==> config.mk <==
export PLATFORM = sky130hd
export DESIGN_NAME = alu_cmd_issuer_flat
export DESIGN_NICKNAME = d
export VERILOG_FILES = /design/src/rtl/alu_cmd_issuer_if.sv /design/src/rtl/alu_cmd_issuer.sv /design/src/flat_wrapper.sv
export SDC_FILE = /design/constraint.sdc
export NUM_CORES = 1
export LEC_CHECK = 0
export CAP_MARGIN = 20
export CORE_MARGIN = 10
export CORE_UTILIZATION = 25
export DETAILED_ROUTE_END_ITERATION = 12
export HOLD_SLACK_MARGIN = 0.03
export MAX_ROUTING_LAYER = met4
export PLACE_DENSITY = 0.49
export SYNTH_ARGS = -nofsm -noshare
export SYNTH_HDL_FRONTEND = slang
export SYNTH_SLANG_ARGS = --single-unit
==> constraint.sdc <==
create_clock -name clk -period 2.4 [get_ports clk]
set_clock_uncertainty 0.15 [all_clocks]
set_input_delay 0.48 -clock clk [delete_from_list [all_inputs] [get_ports clk]]
set_output_delay 0.48 -clock clk [all_outputs]
set_load 0.1 [all_outputs]
==> src/rtl/alu_cmd_issuer_if.sv <==
// Command/response stream bundle between the instruction front-end (master)
// and alu_cmd_issuer (slave).
interface alu_cmd_issuer_if;
    logic       cmd_valid;
    logic       cmd_ready;
    logic [3:0] cmd_op;
    logic [7:0] cmd_a;
    logic [7:0] cmd_b;
    logic       rsp_valid;
    logic       rsp_ready;
    logic [7:0] rsp_result;
    logic [2:0] rsp_flags;
    logic       rsp_illegal;

    modport master (
        output cmd_valid, cmd_op, cmd_a, cmd_b, rsp_ready,
        input  cmd_ready, rsp_valid, rsp_result, rsp_flags, rsp_illegal
    );

    modport slave (
        input  cmd_valid, cmd_op, cmd_a, cmd_b, rsp_ready,
        output cmd_ready, rsp_valid, rsp_result, rsp_flags, rsp_illegal
    );
endinterface

==> src/rtl/alu_cmd_issuer.sv <==
// Buffers ALU commands in a FIFO, issues them one at a time to a combinational
// ALU and returns the captured result/flags as a backpressured response stream.
module alu_cmd_issuer #(
    parameter int DEPTH = 4,
    parameter int CNT_W = $clog2(DEPTH) + 1
) (
    input  logic             clk,
    input  logic             rst,
    alu_cmd_issuer_if.slave  cmd,
    output logic [7:0]       alu_a,
    output logic [7:0]       alu_b,
    output logic [3:0]       alu_op,
    input  logic [7:0]       alu_result,
    input  logic             alu_zero,
    input  logic             alu_carry,
    input  logic             alu_overflow,
    output logic [CNT_W-1:0] fifo_count,
    output logic             busy
);
    localparam int PTR_W = $clog2(DEPTH);

    typedef struct packed {
        logic [3:0] op;
        logic [7:0] a;
        logic [7:0] b;
    } cmd_t;

    typedef enum logic [1:0] {IDLE, ISSUE, HOLD} state_t;

    cmd_t             mem [DEPTH];
    cmd_t             head;
    logic [PTR_W-1:0] wr_ptr;
    logic [PTR_W-1:0] rd_ptr;
    state_t           state;
    logic             pend_illegal;
    logic             fifo_empty;
    logic             push;
    logic             pop;

    assign fifo_empty    = (fifo_count == '0);
    assign cmd.cmd_ready = !rst && (fifo_count != CNT_W'(DEPTH));
    assign push          = cmd.cmd_valid && cmd.cmd_ready;
    // A pop happens whenever the FSM is free to start the next command.
    assign pop           = !fifo_empty &&
                           ((state == IDLE) || ((state == HOLD) && cmd.rsp_ready));
    assign head          = mem[rd_ptr];
    assign busy          = (state != IDLE) || !fifo_empty;

    // NOTE: FIFO storage is deliberately not reset; validity is tracked by the pointers and count alone.
    always_ff @(posedge clk) begin
        if (push) begin
            mem[wr_ptr] <= '{op: cmd.cmd_op, a: cmd.cmd_a, b: cmd.cmd_b};
        end
    end

    always_ff @(posedge clk) begin
        if (rst) begin
            wr_ptr          <= '0;
            rd_ptr          <= '0;
            fifo_count      <= '0;
            state           <= IDLE;
            pend_illegal    <= 1'b0;
            alu_a           <= '0;
            alu_b           <= '0;
            alu_op          <= '0;
            cmd.rsp_valid   <= 1'b0;
            cmd.rsp_result  <= '0;
            cmd.rsp_flags   <= '0;
            cmd.rsp_illegal <= 1'b0;
        end else begin
            if (push) wr_ptr <= wr_ptr + PTR_W'(1);
            if (pop)  rd_ptr <= rd_ptr + PTR_W'(1);
            fifo_count <= fifo_count + CNT_W'(push) - CNT_W'(pop);

            // Opcodes 1110/1111 never reach the ALU; its inputs keep the last legal command.
            if (pop) begin
                pend_illegal <= (head.op[3:1] == 3'b111);
                if (head.op[3:1] != 3'b111) begin
                    alu_a  <= head.a;
                    alu_b  <= head.b;
                    alu_op <= head.op;
                end
            end

            case (state)
                IDLE: begin
                    if (pop) state <= ISSUE;
                end
                ISSUE: begin
                    cmd.rsp_result  <= pend_illegal ? 8'h00 : alu_result;
                    cmd.rsp_flags   <= pend_illegal ? 3'b000
                                                    : {alu_overflow, alu_carry, alu_zero};
                    cmd.rsp_illegal <= pend_illegal;
                    cmd.rsp_valid   <= 1'b1;
                    state           <= HOLD;
                end
                HOLD: begin
                    if (cmd.rsp_ready) begin
                        cmd.rsp_valid <= 1'b0;
                        state         <= pop ? ISSUE : IDLE;
                    end
                end
                default: state <= IDLE;
            endcase
        end
    end
endmodule

==> src/flat_wrapper.sv <==
// flat-port wrapper written by rule: the top's interface ports become plain ports
module alu_cmd_issuer_flat 
#(
    parameter int DEPTH = 4,
    parameter int CNT_W = $clog2(DEPTH) + 1
)
  (clk, rst, alu_a, alu_b, alu_op, alu_result, alu_zero, alu_carry, alu_overflow, fifo_count, busy, cmd_cmd_valid, cmd_cmd_op, cmd_cmd_a, cmd_cmd_b, cmd_rsp_ready, cmd_cmd_ready, cmd_rsp_valid, cmd_rsp_result, cmd_rsp_flags, cmd_rsp_illegal);
  alu_cmd_issuer_if cmd_i ();
  input  logic clk;
  input  logic rst;
  output logic [7:0] alu_a;
  output logic [7:0] alu_b;
  output logic [3:0] alu_op;
  input  logic [7:0] alu_result;
  input  logic alu_zero;
  input  logic alu_carry;
  input  logic alu_overflow;
  output logic [CNT_W-1:0] fifo_count;
  output logic busy;
  input wire logic [$bits(cmd_i.cmd_valid)-1:0] cmd_cmd_valid;
  input wire logic [$bits(cmd_i.cmd_op)-1:0] cmd_cmd_op;
  input wire logic [$bits(cmd_i.cmd_a)-1:0] cmd_cmd_a;
  input wire logic [$bits(cmd_i.cmd_b)-1:0] cmd_cmd_b;
  input wire logic [$bits(cmd_i.rsp_ready)-1:0] cmd_rsp_ready;
  output wire logic [$bits(cmd_i.cmd_ready)-1:0] cmd_cmd_ready;
  output wire logic [$bits(cmd_i.rsp_valid)-1:0] cmd_rsp_valid;
  output wire logic [$bits(cmd_i.rsp_result)-1:0] cmd_rsp_result;
  output wire logic [$bits(cmd_i.rsp_flags)-1:0] cmd_rsp_flags;
  output wire logic [$bits(cmd_i.rsp_illegal)-1:0] cmd_rsp_illegal;
  assign cmd_i.cmd_valid = cmd_cmd_valid;
  assign cmd_i.cmd_op = cmd_cmd_op;
  assign cmd_i.cmd_a = cmd_cmd_a;
  assign cmd_i.cmd_b = cmd_cmd_b;
  assign cmd_i.rsp_ready = cmd_rsp_ready;
  assign cmd_cmd_ready = cmd_i.cmd_ready;
  assign cmd_rsp_valid = cmd_i.rsp_valid;
  assign cmd_rsp_result = cmd_i.rsp_result;
  assign cmd_rsp_flags = cmd_i.rsp_flags;
  assign cmd_rsp_illegal = cmd_i.rsp_illegal;
  alu_cmd_issuer #(.DEPTH(DEPTH), .CNT_W(CNT_W)) u_core (.clk(clk), .rst(rst), .cmd(cmd_i), .alu_a(alu_a), .alu_b(alu_b), .alu_op(alu_op), .alu_result(alu_result), .alu_zero(alu_zero), .alu_carry(alu_carry), .alu_overflow(alu_overflow), .fifo_count(fifo_count), .busy(busy));
endmodule
==> run_summary.xml <==
<?xml version="1.0" encoding="UTF-8"?>
<metrics>
  <group name="routing">
    <metric name="wl_met2" unit="microns">5188</metric>
    <metric name="drt_iter0_markers" unit="">130</metric>
    <metric name="number_of_iterations_in_the_first_detailed_routing_pass" unit="">4</metric>
    <metric name="postRouteWirelength" unit="microns">10850</metric>
    <metric name="num_vias" unit="">2839</metric>
    <metric name="vias_per_cell" unit="">4.348</metric>
    <metric name="met3WireLength" unit="microns">735</metric>
    <metric name="final_routed_wire_length_divided_by_cell_count" unit="microns">16.61</metric>
    <metric name="drt-met1-wl" unit="microns">4832</metric>
    <metric name="routed.top_layer" unit="">met4</metric>
    <metric name="drt.antenna.violating_nets" unit="">0</metric>
    <metric name="route.detailed.drc" unit="">0</metric>
  </group>
  <group name="floorplanning">
    <metric name="die_y" unit="microns">158.2</metric>
    <metric name="ports" unit="">73</metric>
    <metric name="floorplan.initialDensity" unit="">0.2545</metric>
    <metric name="dieArea" unit="sq um">25030</metric>
    <metric name="core_area" unit="sq um">18770</metric>
    <metric name="die_width" unit="microns">158.2</metric>
    <metric name="num_rows" unit="">50</metric>
  </group>
  <group name="placement">
    <metric name="gp_congestion" unit="">0.7060</metric>
    <metric name="worst_setup_slack_after_placement" unit="ns">-0.4321</metric>
    <metric name="hpwl" unit="microns">7282</metric>
    <metric name="placedCellCount" unit="">622</metric>
    <metric name="placement.cell_area" unit="sq um">5822</metric>
    <metric name="io_buffer_count" unit="">72</metric>
  </group>
  <group name="synth">
    <metric name="synth_sequential_area_ratio" unit="">0.6916</metric>
    <metric name="synth_mux_area_frac" unit="">0.09955</metric>
    <metric name="synth_top_cell_area_share" unit="">0.5030</metric>
    <metric name="synth_top_family_by_area" unit="">multiplexers</metric>
    <metric name="synth_area_leaders" unit="">edfxtp_1 50%, dfxtp_1 19%, mux4_2 7.5%</metric>
    <metric name="postSynthNetCount" unit="">362</metric>
    <metric name="synth_top_area_cell" unit="">edfxtp_1</metric>
    <metric name="synth_adder_area_share" unit="">0.01991</metric>
    <metric name="post_synth_and_or_nand_nor_area_fraction" unit="">0.08305</metric>
    <metric name="yosys_register_bits" unit="">125</metric>
    <metric name="synthesis.instances" unit="">320</metric>
    <metric name="post_synth_top_flop" unit="">edfxtp_1</metric>
    <metric name="number_of_enable_flip_flop_cells_after_synthesis" unit="">80</metric>
    <metric name="synth-compound-area-share" unit="">0.06785</metric>
    <metric name="synth_async_sr_flop_share" unit="">0</metric>
    <metric name="syn_area" unit="sq um">4776</metric>
    <metric name="synth_cell_types" unit="">29</metric>
    <metric name="syn_area_per_cell" unit="sq um">14.92</metric>
    <metric name="yosys.area_share.xor_xnor" unit="">0.007336</metric>
    <metric name="yosysWarningCount" unit="">0</metric>
  </group>
  <group name="sta">
    <metric name="fin_tns_setup" unit="ns">0</metric>
    <metric name="drv_slew" unit="">0</metric>
    <metric name="hold_violations" unit="">0</metric>
    <metric name="worst_slack" unit="ns">0.1608</metric>
    <metric name="fin_hold_ws" unit="ns">0.2716</metric>
    <metric name="setup_viol" unit="">0</metric>
    <metric name="setup_repair_after_global_routing_missed_its_margin" unit="">no</metric>
    <metric name="post-route-period-util" unit="">0.9330</metric>
    <metric name="fmax" unit="GHz">0.4466</metric>
    <metric name="worstMarginPinSlew" unit="ns">0.8157</metric>
    <metric name="final_period_minus_worst_setup_slack" unit="ns">2.239</metric>
    <metric name="maxSlewHeadroom" unit="">0.4562</metric>
  </group>
  <group name="clock_network">
    <metric name="post_cts_repair_setup_buffers" unit="">0</metric>
    <metric name="clock_tree.htree_level_count" unit="">4</metric>
    <metric name="clock_latency" unit="ns">0.41</metric>
    <metric name="path_clk_slew" unit="ns">0.05</metric>
    <metric name="cts_sinks" unit="">125</metric>
    <metric name="buffer_type_at_the_clock_tree_root" unit="">clkbuf_16</metric>
    <metric name="cts_tree" unit="">built</metric>
    <metric name="cts_inserted_buffers" unit="">17</metric>
    <metric name="holdBufCountCts" unit="">0</metric>
    <metric name="clock_path_buffers" unit="">2</metric>
  </group>
  <group name="worst_hold_path">
    <metric name="hold_path_class" unit="">in -&gt; reg</metric>
  </group>
  <group name="layout">
    <metric name="layout.nets" unit="">449</metric>
    <metric name="design_area" unit="sq um">6399</metric>
    <metric name="layout-drive-gt1-share" unit="">0.3007</metric>
    <metric name="stdcell_count" unit="">653</metric>
    <metric name="area_growth" unit="%">33.98</metric>
    <metric name="n_antenna_cell" unit="">0</metric>
    <metric name="final_cell_mix" unit="">80 x edfxtp_1, 50 x buf_4, 42 x dfxtp_1, 35 x a21oi_1, 32 x clkdlybuf4s50_1</metric>
    <metric name="leading_cell_type_in_the_layout_fill_and_taps_excluded" unit="">edfxtp_1</metric>
    <metric name="fin_util" unit="">0.3409</metric>
    <metric name="nFillCells" unit="">1853</metric>
  </group>
  <group name="grt">
    <metric name="grt_pass1_vias" unit="">2971</metric>
    <metric name="grt_pass1_wl" unit="microns">16680</metric>
    <metric name="globalRoute.totalOverflow" unit="">0</metric>
    <metric name="grt_usage" unit="">0.09210</metric>
    <metric name="antenna_violations_before_repair" unit="">0</metric>
    <metric name="grt_start_max_net_pins" unit="">45</metric>
  </group>
  <group name="power">
    <metric name="leakage_power_total" unit="nW">2.255</metric>
    <metric name="p_comb_frac" unit="">0.409</metric>
    <metric name="internal_power" unit="mW">5.110</metric>
    <metric name="powerDensity" unit="nW/um^2">1383</metric>
    <metric name="power.switching" unit="mW">3.738</metric>
    <metric name="power.ir.vdd_worst" unit="mV">0.4198</metric>
    <metric name="power_switching_share" unit="">0.4225</metric>
    <metric name="total_power" unit="mW">8.848</metric>
    <metric name="power.clock.fraction" unit="">0.270</metric>
    <metric name="seq_power_share" unit="">0.321</metric>
  </group>
  <group name="setup_path">
    <metric name="critPathMaxFanout" unit="">5</metric>
    <metric name="timing.setup.critical_path_class" unit="">reg -&gt; reg</metric>
    <metric name="worst_path_most_repeated_cell" unit="">ha_4</metric>
    <metric name="slowest_stage" unit="">or3_4</metric>
    <metric name="delay_of_the_slowest_cell_on_the_worst_path" unit="ns">0.39</metric>
    <metric name="worst-endpoint-required" unit="ns">2.53</metric>
    <metric name="cp_cell_sequence" unit="">nor2b_1 &gt; or3_4 &gt; inv_4 &gt; ha_4 &gt; inv_2 &gt; ha_4 &gt; fa_2 &gt; xnor2_2 &gt; xnor2_1 &gt; nor2_1</metric>
    <metric name="critPathLaunchType" unit="">flop</metric>
    <metric name="crit_arrival" unit="ns">2.37</metric>
    <metric name="cp-end-kind" unit="">flop</metric>
  </group>
  <group name="run">
    <metric name="timing.max_cap.violations" unit="">0</metric>
  </group>
  <group name="run_status">
    <metric name="result_of_the_run" unit="">finished clean</metric>
  </group>
</metrics>
registers in the layout, indices dropped and copies added, names as in the netlist, 2 cells and up, named ones only:
register,cells
u_core.mem,80
u_core.alu_a,8
u_core.alu_b,8
u_core.cmd.rsp_result,8
u_core.alu_op,4
u_core.cmd.rsp_flags,3
u_core.fifo_count,3
u_core.rd_ptr,2
u_core.state,2
u_core.wr_ptr,2
cell usage after synthesis, types with 2 or more instances:
library cell,count
a21oi_1,36
and2_1,4
buf_2,6
buf_6,3
clkbuf_1,11
dfxtp_1,45
edfxtp_1,80
ha_1,6
inv_1,9
mux4_1,4
mux4_2,16
nand2_1,8
nand2b_1,2
nand3_1,17
nor2_1,22
nor2b_1,4
nor3_1,5
nor3b_1,11
o21ai_0,9
o21ai_2,9
or3_1,2
xnor2_1,4
layer usage:
layer	up-vias	track usage
met5	-	-
met3	8	0.03338
met4	0	0.03044
met1	1386	0.1080
met2	73	0.1443
li1	1372	-
final cells by class:
class	count	area [sq um]	area share
inverter	9	36.28	0.005671
tap	234	292.8	0.04576
multi-input combinational	165	1375	0.2149
sequential	125	3314	0.5180
timing repair buffer	89	813.3	0.1271
clock buffer	20	489.2	0.07646
clock inverter	11	77.57	0.01212
worst max-delay path, delay by kind of cell, from the launching register on:
| family | cells | cell delay [ns] |
|---|---|---|
| fa+ha+maj | 3 | 0.64 |
| simple gates | 3 | 0.59 |
| flops | 1 | 0.33 |
| xor+xnor | 2 | 0.30 |
| buf+inv | 2 | 0.10 |
logic make-up (layout without fill, tap and decap cells):
family / count (synthesis) / in the layout
XOR/XNOR: 4 / 4
buffers and inverters: 30 / 129
AO/OA/AOI/OAI: 56 / 56
adder cells (fa/ha/maj): 7 / 7
AND/OR/NAND/NOR: 77 / 77
multiplexers: 21 / 21
flip-flops: 125 / 125
power groups by stage:
| stage | combinational [mW] | sequential, mW | clock [mW] |
|---|---|---|---|
| 6_report | 3.62 | 2.84 | 2.39 |
| 3_5_place_dp | 3.66 | 2.90 | 0 |
| 5_1_grt | 3.86 | 2.89 | 2.57 |
| 3_3_place_gp | 3.64 | 2.88 | 0 |
| 4_1_cts | 3.68 | 2.85 | 2.45 |
| 2_1_floorplan | 1.42 | 4.28 | 0 |
timing repair:
action,4_1_cts,5_1_grt
setup endpoints to repair,1,1
cloned,0,0
resized for setup,1,2
pin swaps,0,1
worst paths after layout:
path | slack [ns] | depth (start not counted) | endpoint | from
max | 0.16 | 10 | u_core.fifo_count[2] | u_core.state[1]
min | 0.27 | 4 | u_core.state[1] | cmd_rsp_ready
max reg2reg | 0.16 | 10 | u_core.fifo_count[2] | u_core.state[1]
min reg2reg | 0.31 | 2 | u_core.alu_b[2] | u_core.alu_b[2]
(Power assumes the default switching activity.)
